## src/rtl/mem_resp_demux.sv

```systemverilog
// mem_resp_demux: routes in-order memory read responses to fetch (A) or load/store (B)
// using a 1-bit source tag FIFO recorded at request acceptance.
module mem_resp_demux #(
  parameter int DATA_W = 32,
  parameter int DEPTH  = 4
) (
  input  logic                       clk,
  input  logic                       rst,
  input  logic                       req_fire,
  input  logic                       req_src,
  output logic                       req_ready,
  input  logic                       mem_rvalid,
  input  logic [DATA_W-1:0]          mem_rdata,
  output logic                       mem_rready,
  output logic                       a_valid,
  output logic [DATA_W-1:0]          a_data,
  input  logic                       a_ready,
  output logic                       b_valid,
  output logic [DATA_W-1:0]          b_data,
  input  logic                       b_ready,
  output logic [$clog2(DEPTH+1)-1:0] outstanding,
  output logic                       err
);
  localparam int AW = $clog2(DEPTH);
  localparam int CW = $clog2(DEPTH+1);
  logic [DEPTH-1:0] tags_q;
  logic [AW-1:0]    wr_q, rd_q;
  logic [CW-1:0]    cnt_q, cnt_d;
  logic             err_q, err_d;
  logic             empty, full, head, push, pop;
  always_comb begin
    empty       = (cnt_q == '0);
    full        = (cnt_q == CW'(DEPTH));
    head        = tags_q[rd_q];
    req_ready   = !full;
    a_data      = mem_rdata;
    b_data      = mem_rdata;
    a_valid     = mem_rvalid && !empty && !head;
    b_valid     = mem_rvalid && !empty && head;
    // with no tag held, responses are strays: accept and drop them
    mem_rready  = empty ? 1'b1 : (head ? b_ready : a_ready);
    push        = req_fire && !full;
    pop         = mem_rvalid && mem_rready && !empty;
    cnt_d       = (push && !pop) ? cnt_q + CW'(1) : (pop && !push) ? cnt_q - CW'(1) : cnt_q;
    err_d       = err_q || (req_fire && full) || (mem_rvalid && empty);
    outstanding = cnt_q;
    err         = err_q;
  end
  always_ff @(posedge clk) begin
    if (rst) begin
      wr_q   <= '0;
      rd_q   <= '0;
      cnt_q  <= '0;
      err_q  <= 1'b0;
      tags_q <= '0;
    end else begin
      if (push) tags_q[wr_q] <= req_src;
      if (push) wr_q <= wr_q + AW'(1);
      if (pop) rd_q <= rd_q + AW'(1);
      cnt_q <= cnt_d;
      err_q <= err_d;
    end
  end
endmodule

```

## config.mk

```make
export PLATFORM = sky130hd
export DESIGN_NAME = mem_resp_demux
export DESIGN_NICKNAME = d
export VERILOG_FILES = /design/src/rtl/mem_resp_demux.sv
export SDC_FILE = /design/constraint.sdc
export NUM_CORES = 1
export LEC_CHECK = 0
export BUFFER_PORTS_ARGS = -buffer_cell sky130_fd_sc_hd__buf_2
export CAP_MARGIN = 0
export CORE_UTILIZATION = 37
export CTS_BUF_LIST = sky130_fd_sc_hd__clkbuf_4 sky130_fd_sc_hd__clkbuf_8
export DETAILED_ROUTE_END_ITERATION = 6
export GPL_TIMING_DRIVEN = 0
export PLACE_DENSITY_LB_ADDON = 0.08
export REMOVE_ABC_BUFFERS = 1
export SLEW_MARGIN = 20
export SYNTH_ARGS = -nofsm -noshare
export SYNTH_HDL_FRONTEND = slang
export SYNTH_SLANG_ARGS = --single-unit
```

## constraint.sdc

```tcl
create_clock -name clk -period 3.45 [get_ports clk]
set_clock_uncertainty 0.05 [all_clocks]
set_input_delay 0.345 -clock clk [delete_from_list [all_inputs] [get_ports clk]]
set_output_delay 0.345 -clock clk [all_outputs]
set_load 0.005 [all_outputs]
```

==> results by group, run 1 <==
Finish
  – Footprint of the flip-flops and latches: about 240 um^2
  – Count of fill cells added during filler insertion: 313
  – Area occupied by multi-input gates: slightly below 400 um^2
  – Synthesis-to-finish area growth: -31.3%
  – Post-Layout Cell Count: 118
  – Antenna diode instance count: 0
  – Layout Nets: between 100 and 150
  – Fraction of the core area covered by cells at the end of the flow: 27.7%
  – Most frequent cells in the layout: sky130_fd_sc_hd__buf_2, sky130_fd_sc_hd__dfxtp_1, sky130_fd_sc_hd__nor2_1, sky130_fd_sc_hd__mux2i_1
  – Leading cell type in the layout, fill and taps excluded: sky130_fd_sc_hd__buf_2
  – Layout Cell Area excl Fill: 785 um^2
  – Share of post-route cells with drive strength above 1: between 20% and 30%

Job
  – Max-capacitance violation count: 0

Floorplan
  – Num ports: 111
  – Row Count: 19
  – Area of the die: 3310 um^2
  – Starting Density: 40.3%
  – Core area: 2830 um^2
  – Floorplan die width: roughly 58 um
  – Floorplan die height: 57.5 um

Power and ir drop
  – LEAKAGE: 0.364 nW
  – Pwr Total: 0.556 mW
  – Worst voltage drop across the vdd grid: between 0.15 and 0.2 mV
  – Power per unit of standard cell area: a little over 700 nW/um^2

Setup path
  – Standard cell with the maximum stage delay on the critical path: sky130_fd_sc_hd__mux4_2
  – Crit Reg-Reg Startpoint: rd_q[1]
  – R2r worst-path depth: 9
  – Sort of element at the start of the critical path: flop
  – Nature of the critical path endpoint: flop
  – Largest stage delay on the critical path: slightly below 600 ps
  – Critical-path cell list: mux4_2 > mux2i_2 > inv_1 > ha_1 > inv_1 > fa_1 > xor2_1 > or3_1 > a21oi_1
  – Setup CP Type: reg -> reg
  – Launching element of the worst setup path: rd_q[1]
  – Cell repeated most along the worst path: sky130_fd_sc_hd__inv_1
  – Biggest fanout along the worst timing path: 4
  – Required time at the endpoint of the critical path: 3610 ps
  – Arrival time reported for the critical path endpoint: 2730 ps

Outcome
  – Violations in the final reports: design-rule violations
  – Result of the run: finished, violations left

CTS
  – Post-CTS setup-driven buffer insertion count: 0
  – Max Buffers Root-to-Sink: 2
  – Number of clock sinks: 12
  – CTS hold repair buffers: 0
  – Clock root buffer master: sky130_fd_sc_hd__clkbuf_4
  – CTS tree: built
  – PostCTS Resize Cnt: 0
  – Clock insertion delay at the later pin of the skew report: 270 ps
  – Clock transition at the register clock pins on the worst setup and hold paths after CTS: 80 ps
  – TritonCTS Buffers: 3
  – Max H-tree Level: 1

Routing
  – WL final: 3.87 mm
  – Total via count after detailed routing: 646
  – DRC violations left: 10
  – Number of iterations in the first detailed-routing pass: 6
  – Number of nets with antenna violations after routing: 0
  – Detailed router's first-iteration violation count: 35
  – Average via count per standard cell: 5.47
  – Routed length per placed instance: between 30 and 40 um

Logic synthesis
  – Share of the synthesized area in the top cell type: 42.1%
  – Synth area leaders: sky130_fd_sc_hd__buf_4, sky130_fd_sc_hd__dfxtp_1, sky130_fd_sc_hd__mux2i_1, sky130_fd_sc_hd__ha_1, sky130_fd_sc_hd__nor2_1
  – Syn Inst Count: 136
  – Post-Synthesis Cell Area: 1140 um^2
  – Flops & latches, synth: 12
  – Top cell type by total area after synthesis: sky130_fd_sc_hd__buf_4
  – Part of the Yosys area used for sequential elements: a little over a fifth
  – Unique cell type count in the Yosys netlist: 22
  – Count of synthesis-stage warnings from yosys: 0
  – Average instance area after synthesis: 8.39 um^2

Placed design
  – Post-place setup slack: 871 ps
  – Final RePlAce weighted congestion: 0.809
  – Count of input and output buffers: 14
  – Standard cell area after detailed placement: 762 um^2
  – Cells after DPL: 115
  – Detailed placer's ending HPWL: about 3.4 mm

STA
  – Worst hold margin: 316 ps
  – Shortest clock period the worst path allows after layout: 2560 ps
  – Final setup TNS: 0 ps
  – Least-Margin Pin Slew: 393 ps
  – Final slew viol count: 0
  – Fraction of the cycle the final worst path needs: between 70% and 80%
  – Least setup slack across all paths after layout: approximately 900 ps
  – Final setup vio count: 0
  – Headroom to the max-slew limit: 73.5%
  – Final count of hold timing violations: 0
  – Fmax: 0.390 GHz
  – Unrepaired setup endpoints after global routing: false

Global route
  – Vias in the first global route: between 600 and 700
  – Wire length of the first global-routing pass: just over 5 mm
  – GRT Total Usage: 24.2%
  – Antenna violations before repair: 0
  – Final global-route overflow total: 0
  – Pin count of the biggest net entering global routing: 13

Min path
  – Number of cells on the worst hold path: 3
  – Class of the tightest hold or removal check: in -> reg
  – Launch instance of the worst min-delay path: req_src
registers in the layout, indices dropped and copies added (netlist names):
signal,count
rd_q,2
outstanding,3
tags_q,4
err,1
wr_q,2
final cells by class:
class / instances / share of cell area [%]
inverter: 6 / 2.87
tap: 31 / 4.94
timing repair buffer: 14 / 8.93
multi-input combinational: 52 / 49.8
sequential: 12 / 30.6
clock buffer: 3 / 2.87
layer usage:
layer	up-vias	GRT usage [%]	routed length, um
met1	284	21.6	1250
met5	-	4.76	0
met3	11	28.3	882
met2	73	34.9	1570
li1	278	-	-
met4	0	5.92	165
synthesized netlist by cell type, drive strengths merged:
master  instances
a21o            1
xor2            2
clkbuf          2
dfxtp          12
fa              1
inv             6
o21ai           1
nand3           6
mux4            1
or3b            1
and3            1
nor2           11
xnor2           2
buf            64
mux2i           8
nand2           4
a21oi           3
or3             2
ha              5
nor3            1
o311ai          2
logic make-up (layout without fill, tap and decap cells):
family,after synthesis,count (layout),share of synthesized area [%]
mux,9,9,9.32
flops,12,12,21.1
xor+xnor,4,4,3.07
simple gates,26,26,10.5
buf+inv,72,23,44.7
compound gates,7,7,4.06
fa+ha+maj,6,6,7.24
critical path, delay by kind of cell (launching register included):
family / cells / cell delay (ps)
compound gates: 1 / 140
xor+xnor: 1 / 170
fa+ha+maj: 2 / 540
buf+inv: 2 / 150
mux: 2 / 800
simple gates: 1 / 310
flops: 1 / 350
power breakdown:
group	leakage [nW]	switching, mW	internal [mW]
registers	0.0983	0.0512	0.173
clock network	0.0138	0.0495	0.0404
logic	0.252	0.118	0.123
final timing paths:
kind / end / slack [ps]
setup / recovery: outstanding[2] / 890
hold / removal: tags_q[1] / 320
setup reg to reg: outstanding[2] / 890
hold reg to reg: err / 420
(Power assumes the default switching activity.)
==> run 2: changes to the inputs <==
--- a/config.mk
+++ b/config.mk
@@ -5,9 +5,10 @@
 export SDC_FILE = /design/constraint.sdc
 export NUM_CORES = 1
 export LEC_CHECK = 0
+export ABC_AREA = 1
 export BUFFER_PORTS_ARGS = -buffer_cell sky130_fd_sc_hd__buf_2
 export CAP_MARGIN = 0
-export CORE_UTILIZATION = 37
+export CORE_UTILIZATION = 34
 export CTS_BUF_LIST = sky130_fd_sc_hd__clkbuf_4 sky130_fd_sc_hd__clkbuf_8
 export DETAILED_ROUTE_END_ITERATION = 6
 export GPL_TIMING_DRIVEN = 0
==> constraint.sdc (replaced) <==
create_clock -name clk -period 2.3 [get_ports clk]
set_clock_uncertainty 0.05 [all_clocks]
set_input_delay 0.23 -clock clk [delete_from_list [all_inputs] [get_ports clk]]
set_output_delay 0.23 -clock clk [all_outputs]
set_load 0.005 [all_outputs]
==> results by group, run 2 <==
Logic synthesis
  – Number of synthesized flops with an enable pin: 0 (unchanged)
  – Synth area leaders: sky130_fd_sc_hd__buf_4, sky130_fd_sc_hd__dfxtp_1, sky130_fd_sc_hd__nand2_1, sky130_fd_sc_hd__ha_1, sky130_fd_sc_hd__a21oi_1
  – Syn Inst Count: 158 (+16%)
  – Unique cell type count in the Yosys netlist: 19 (-14%)
  – Top flip-flop cell by instance count after synthesis: sky130_fd_sc_hd__dfxtp_1
  – Part of the Yosys area used for sequential elements: 20.3% (-0.71 points)
  – Synth cell count leaders: sky130_fd_sc_hd__buf_4, sky130_fd_sc_hd__nand2_1, sky130_fd_sc_hd__dfxtp_1, sky130_fd_sc_hd__inv_1, sky130_fd_sc_hd__a21oi_1
  – Count of synthesis-stage warnings from yosys: 0 (unchanged)
  – Proportion of register bits with asynchronous set or reset after synthesis: 0% (unchanged)
  – Top cell type by total area after synthesis: sky130_fd_sc_hd__buf_4
  – Flops & latches, synth: 12 (unchanged)
  – Share of the synthesized area in the top cell type: 41.3% (-0.79 points)
  – Post-Synthesis Cell Area: 1180 um^2 (+3.5%)
  – Average instance area after synthesis: 7.48 um^2 (-11%)
  – Most frequently used cell type in the post-synthesis netlist: sky130_fd_sc_hd__buf_4

STA
  – Final slew viol count: 0 (unchanged)
  – Shortest clock period the worst path allows after layout: 2030 ps (-538 ps)
  – Final count of hold timing violations: 0 (unchanged)
  – Headroom to the max-slew limit: 77.5% (+4.1 points)
  – Final setup vio count: 0 (unchanged)
  – Fmax: 0.494 GHz (+27%)
  – Least-Margin Pin Slew: 336 ps (-56.7 ps)
  – Fraction of the cycle the final worst path needs: 88.1% (+14 points)
  – Final setup TNS: 0 ps (unchanged)
  – Unrepaired setup endpoints after global routing: false

Floorplan
  – Floorplan die width: 60.9 um (+5.9%)
  – Num ports: 111 (unchanged)
  – Core area: 3340 um^2 (+18%)
  – Starting Density: 35.4% (-4.9 points)
  – Row Count: 21 (+2)
  – Area of the die: 3710 um^2 (+12%)
  – Floorplan die height: 60.9 um (+5.9%)

Setup path
  – Setup CP Type: reg -> reg
  – Worst path buffer plus inverter count: 2 (unchanged)
  – Stages on worst setup path: 14 (+5)
  – Sort of element at the start of the critical path: flop
  – Biggest fanout along the worst timing path: 5 (+1)
  – Arrival time reported for the critical path endpoint: 2170 ps (-560 ps)
  – Largest stage delay on the critical path: 420 ps (-160 ps)
  – Standard cell with the maximum stage delay on the critical path: sky130_fd_sc_hd__dfxtp_1
  – Critical-path cell list: inv_2 > nand2_1 > nand3_2 > nand2_2 > nand2_1 > nand3_2 > ha_1 > inv_1 > fa_1 > nor2_1 > nor2_1 > nand2_1 > o21ai_1 > a21oi_1
  – Cell repeated most along the worst path: sky130_fd_sc_hd__nand2_1
  – Cell class contributing the biggest share of worst-path delay: simple AND/OR/NAND/NOR gates
  – Required time at the endpoint of the critical path: 2450 ps (-1160 ps)
  – Nature of the critical path endpoint: flop
  – R2r worst-path depth: 14 (+5)

Global route
  – GRT Total Usage: 21.8% (-2.4 points)
  – Vias in the first global route: 637 (+1.1%)
  – Antenna violations before repair: 0 (unchanged)
  – Pin count of the biggest net entering global routing: 14 (+1)
  – Wire length of the first global-routing pass: 5.18 mm (unchanged)
  – Final global-route overflow total: 0 (unchanged)

Job
  – Max-capacitance violation count: 0 (unchanged)

Finish
  – Fraction of the core area covered by cells at the end of the flow: 25.4% (-2.3 points)
  – Leading cell type in the layout, fill and taps excluded: sky130_fd_sc_hd__nand2_1
  – Layout Nets: 156 (+16%)
  – Share of post-route cells with drive strength above 1: 26.6% (+1.3 points)
  – Register ranked first by flip-flop count: tags_q
  – Antenna diode instance count: 0 (unchanged)
  – Most frequent cells in the layout: sky130_fd_sc_hd__nand2_1, sky130_fd_sc_hd__buf_2, sky130_fd_sc_hd__inv_1, sky130_fd_sc_hd__dfxtp_1, sky130_fd_sc_hd__a21oi_1
  – Count of fill cells added during filler insertion: 374 (+19%)
  – Synthesis-to-finish area growth: -28.3%
  – Flip-flop count of the largest register, all copies and words added: 4 (unchanged)

CTS
  – Clock root buffer master: sky130_fd_sc_hd__clkbuf_4
  – Post-CTS setup-driven buffer insertion count: 0 (unchanged)
  – TritonCTS Buffers: 3 (unchanged)
  – Number of clock sinks: 12 (unchanged)
  – CTS hold repair buffers: 0 (unchanged)
  – PostCTS Resize Cnt: 0 (unchanged)
  – Max H-tree Level: 1 (unchanged)
  – Clock transition at the register clock pins on the worst setup and hold paths after CTS: 70 ps (about the same)
  – Max Buffers Root-to-Sink: 2 (unchanged)
  – CTS tree: built
  – Clock insertion delay at the later pin of the skew report: 260 ps (about the same)

Routing
  – Routed length per placed instance: 25.2 um (-23%)
  – DRC violations left: 0 (-10)
  – Number of nets with antenna violations after routing: 0 (unchanged)
  – Average via count per standard cell: 4.90 (-11%)
  – WL final: 3.90 mm (+0.72%)
  – Total via count after detailed routing: 759 (+17%)
  – Number of iterations in the first detailed-routing pass: 4 (-2)
  – Detailed router's first-iteration violation count: 32 (-8.6%)

Power and ir drop
  – Power per unit of standard cell area: 957 nW/um^2 (+35%)
  – Worst voltage drop across the vdd grid: 0.469 mV (+210%)
  – LEAKAGE: 0.375 nW (+2.9%)

Placed design
  – Count of input and output buffers: 14 (unchanged)
  – Final RePlAce weighted congestion: 0.768 (-5.0%)
  – Detailed placer's ending HPWL: 3.43 mm (+1.9%)

Min path
  – Class of the tightest hold or removal check: in -> reg
  – Number of cells on the worst hold path: 2 (-1)

Outcome
  – Result of the run: completed
[run 2: changes by cell type in the layout (fill, tap and decap cells not counted), sizes merged, moves of 2 or more]
cell,previous run,this run
xnor2,2,0
nand3,6,11
a21oi,3,13
or3,2,0
o21ai,1,5
nor2,11,5
inv,6,14
nand2,4,22
o311ai,2,0
mux2i,8,0
[run 2: final timing paths]
path | end | from | slack, ps
min reg2reg | err | err | 410
max | outstanding[2] | rd_q[0] | 270
min | rd_q[0] | rst | 190
max reg2reg | outstanding[2] | rd_q[0] | 270
[run 2: area by class of cell]
class | count | area, um^2 | share of cell area (%)
tap | 46 | 57.6 | 6.79
sequential | 12 | 240 | 28.4
timing repair buffer | 14 | 70.1 | 8.27
inverter | 14 | 52.6 | 6.20
multi-input combinational | 66 | 404 | 47.7
clock buffer | 3 | 22.5 | 2.66
[run 2: cells by family after synthesis]
logic type / share of synthesized area (%)
flops: 20.3
buf+inv: 46.1
fa+ha+maj: 6.99
simple gates: 16.0
compound gates: 9.11
xor+xnor: 1.48
[run 2: worst reg2reg max path, cell delays in order, from the launching register on]
cell                      delay [ps]
sky130_fd_sc_hd__dfxtp_1         420
sky130_fd_sc_hd__inv_2            70
sky130_fd_sc_hd__nand2_1          70
sky130_fd_sc_hd__nand3_2         100
sky130_fd_sc_hd__nand2_2         110
sky130_fd_sc_hd__nand2_1          60
sky130_fd_sc_hd__nand3_2          90
sky130_fd_sc_hd__ha_1            160
sky130_fd_sc_hd__inv_1            70
sky130_fd_sc_hd__fa_1            380
sky130_fd_sc_hd__nor2_1          110
sky130_fd_sc_hd__nor2_1           40
sky130_fd_sc_hd__nand2_1          70
sky130_fd_sc_hd__o21ai_1          60
sky130_fd_sc_hd__a21oi_1         100
[run 2: report_power, final]
part	internal [mW]	switching [mW]
clock	0.0604	0.0627
combinational	0.157	0.215
sequential	0.258	0.0572
[run 2: routing by layer]
metal  up-vias  GRT usage [%]  part of all wire [%]
li1        335              -                     -
met1       333           19.5                    31
met2        87           31.6                    41
met3         4           28.6                    27
met4         0           2.27                  0.80
met5         -              0                     0
[run 2: through the flow]
stage	cells	hold slack [ps]	instance area [um^2]	setup WS [ps]	total power [mW]
floorplan	92	242	689	340	0.573
detailed placement	152	404	817	112	0.692
CTS	155	183	840	68.7	0.819
global route	155	198	847	42.2	0.900
global placement	152	400	817	86.0	0.691
finish	155	188	847	275	0.810
==> run 3: changes to the inputs <==
--- a/config.mk
+++ b/config.mk
@@ -8,7 +8,10 @@
 export ABC_AREA = 1
 export BUFFER_PORTS_ARGS = -buffer_cell sky130_fd_sc_hd__buf_2
 export CAP_MARGIN = 0
-export CORE_UTILIZATION = 34
+export CELL_PAD_IN_SITES_DETAIL_PLACEMENT = 0
+export CELL_PAD_IN_SITES_GLOBAL_PLACEMENT = 2
+export CORE_MARGIN = 10
+export CORE_UTILIZATION = 16
 export CTS_BUF_LIST = sky130_fd_sc_hd__clkbuf_4 sky130_fd_sc_hd__clkbuf_8
 export DETAILED_ROUTE_END_ITERATION = 6
 export GPL_TIMING_DRIVEN = 0
==> results by group, run 3 (synthesis gave the netlist of run 2 again) <==
Power and ir drop
  – Power per unit of standard cell area: 976 nW/um^2 (+2.1%)
  – Sw Pwr: 0.381 mW (+14%)
  – Portion of total power attributed to combinational logic: 43.7% (-2.2 points)
  – Internal power consumption: 0.538 mW (+13%)
  – LEAKAGE: 0.388 nW (+3.5%)
  – Worst voltage drop across the vdd grid: 0.134 mV (-71%)
  – Pwr Total: 0.919 mW (+13%)
  – Relative contribution of sequential cells to total power: 34.3% (-4.6 points)
  – Clock power frac: 22.0% (+6.8 points)
  – Switching share of power: 41.4% (+0.089 points)

Routing
  – Detailed router's first-iteration violation count: 28 (-13%)
  – DRC violations left: 0 (unchanged)
  – Average via count per standard cell: 3.69 (-25%)
  – Number of nets with antenna violations after routing: 0 (unchanged)
  – Number of iterations in the first detailed-routing pass: 4 (unchanged)
  – Total via count after detailed routing: 771 (+1.6%)
  – Routed length per placed instance: 20.3 um (-19%)
  – WL final: 4.25 mm (+9.0%)

Setup path
  – Crit Reg-Reg Startpoint: outstanding[1]
  – Reg2Reg Setup Slack: 250 ps (-20 ps)
  – Worst r2r dst: outstanding[2]
  – Biggest fanout along the worst timing path: 4 (-1)
  – R2r worst-path depth: 11 (-3)
  – Arrival time reported for the critical path endpoint: 2170 ps (about the same)
  – Required time at the endpoint of the critical path: 2430 ps (-20 ps)
  – Sort of element at the start of the critical path: flop
  – Setup CP Type: reg -> reg
  – Nature of the critical path endpoint: flop

Finish
  – Fraction of the core area covered by cells at the end of the flow: 13.0% (-12 points)
  – Leading cell type in the layout, fill and taps excluded: sky130_fd_sc_hd__nand2_1
  – Antenna diode instance count: 0 (unchanged)
  – Most frequent cells in the layout: sky130_fd_sc_hd__nand2_1, sky130_fd_sc_hd__buf_2, sky130_fd_sc_hd__inv_1, sky130_fd_sc_hd__dfxtp_1, sky130_fd_sc_hd__a21oi_1
  – Layout Nets: 157 (+0.64%)
  – Synthesis-to-finish area growth: -20.3%
  – Register ranked first by flip-flop count: tags_q
  – Flip-flop count of the largest register, all copies and words added: 4 (unchanged)
  – Post-Layout Cell Count: 209 (+35%)
  – Share of post-route cells with drive strength above 1: 28.2% (+1.6 points)

Global route
  – Final global-route overflow total: 0 (unchanged)
  – Wire length of the first global-routing pass: 6.02 mm (+16%)
  – GRT Total Usage: 7.54% (-14 points)
  – Pin count of the biggest net entering global routing: 14 (unchanged)
  – Antenna violations before repair: 0 (unchanged)
  – Vias in the first global route: 827 (+30%)

Floorplan
  – Floorplan die width: 106 um (+74%)
  – Num ports: 111 (unchanged)
  – Area of the die: 11,200 um^2 (+200%)
  – Floorplan die height: 106 um (+74%)
  – Row Count: 31 (+48%)
  – Starting Density: 16.4% (-19 points)
  – Core area: 7210 um^2 (+120%)

CTS
  – Clock transition at the register clock pins on the worst setup and hold paths after CTS: 60 ps (about the same)
  – CTS hold repair buffers: 0 (unchanged)
  – Max H-tree Level: 1 (unchanged)
  – Clock root buffer master: sky130_fd_sc_hd__clkbuf_8
  – CTS tree: built
  – Clock insertion delay at the later pin of the skew report: 240 ps (-20 ps)
  – Max Buffers Root-to-Sink: 2 (unchanged)
  – TritonCTS Buffers: 3 (unchanged)
  – Number of clock sinks: 12 (unchanged)

STA
  – Final slew viol count: 0 (unchanged)
  – Fraction of the cycle the final worst path needs: 89.0% (+0.93 points)
  – Shortest clock period the worst path allows after layout: 2050 ps (+21.4 ps)
  – Least-Margin Pin Slew: 287 ps (-49.1 ps)
  – Least setup slack across all paths after layout: 253 ps (-21.4 ps)
  – Fmax: 0.489 GHz (-1.0%)
  – Final setup vio count: 0 (unchanged)
  – Headroom to the max-slew limit: 80.8% (+3.3 points)
  – Final count of hold timing violations: 0 (unchanged)
  – Unrepaired setup endpoints after global routing: false

Placed design
  – Post-place setup slack: -48.0 ps (-160 ps)
  – Count of input and output buffers: 14 (unchanged)
  – Cells after DPL: 205 (+35%)
  – Detailed placer's ending HPWL: 3.52 mm (+2.6%)
  – Final RePlAce weighted congestion: 0.694 (-9.6%)

Job
  – Max-capacitance violation count: 0 (unchanged)

Min path
  – Class of the tightest hold or removal check: in -> reg
  – Launch instance of the worst min-delay path: rst
  – Number of cells on the worst hold path: 2 (unchanged)
  – Hold endpoint: rd_q[0]

Outcome
  – Result of the run: completed
[run 3: how the worst max path moves through the flow]
stage / start / end / slack, ps / depth (start not counted)
finish: outstanding[1] / outstanding[2] / 250 / 11
global route: outstanding[0] / outstanding[2] / 30 / 11
CTS: outstanding[0] / outstanding[2] / 150 / 10
detailed placement: outstanding[0] / outstanding[2] / -50 / 10
global placement: outstanding[0] / outstanding[2] / -70 / 10
floorplan: outstanding[0] / outstanding[2] / 340 / 10
[run 3: layer usage]
layer / wire (um) / share of wire, % / global-route usage, % / vias to the layer above
li1: - / - / - / 337
met1: 2020 / 48 / 9.75 / 365
met2: 1330 / 31 / 7.29 / 63
met3: 858 / 20 / 7.97 / 6
met4: 38 / 0.89 / 2.90 / 0
met5: 0 / 0 / 0.446 / -
[run 3: power by group through the flow]
stage               clock, mW  combinational (mW)  sequential (mW)
global placement            0               0.406            0.321
CTS                     0.212               0.410            0.318
finish                  0.202               0.402            0.315
detailed placement          0               0.402            0.320
global route            0.219               0.469            0.326
floorplan                   0               0.260            0.313
[run 3: what timing repair did]
item                                    CTS  global route
endpoints found under the setup margin    1             1
pin swaps                                 0             1
buffers inserted                          0             1
gates resized for setup                   1             1
[run 3: worst max-delay path: stages, from the launching register on]
cell                      delay [ps]
sky130_fd_sc_hd__dfxtp_1         350
sky130_fd_sc_hd__nor2_2          280
sky130_fd_sc_hd__a21oi_2         160
sky130_fd_sc_hd__nand3_2         130
sky130_fd_sc_hd__ha_1            150
sky130_fd_sc_hd__inv_1            70
sky130_fd_sc_hd__fa_1            390
sky130_fd_sc_hd__nor2_1          110
sky130_fd_sc_hd__nor2_1           40
sky130_fd_sc_hd__nand2_1          90
sky130_fd_sc_hd__o21ai_1          60
sky130_fd_sc_hd__a21oi_1         110
[run 3: metrics by stage]
step	TNS, ps	hold slack [ps]	cell area, um^2
4_1_cts	0	210	932
3_5_place_dp	-48.0	399	883
6_report	0	209	941
5_1_grt	0	227	941
3_3_place_gp	-70.5	395	883
2_1_floorplan	0	242	689
[run 3: cell type report]
class                           count  area [um^2]
Sequential cell                    12          241
Inverter                           14         52.6
Timing Repair Buffer               15         77.6
Tap cell                           99          124
Clock buffer                        3         41.3
Multi-Input combinational cell     66          404
Fill cell                         847         6270
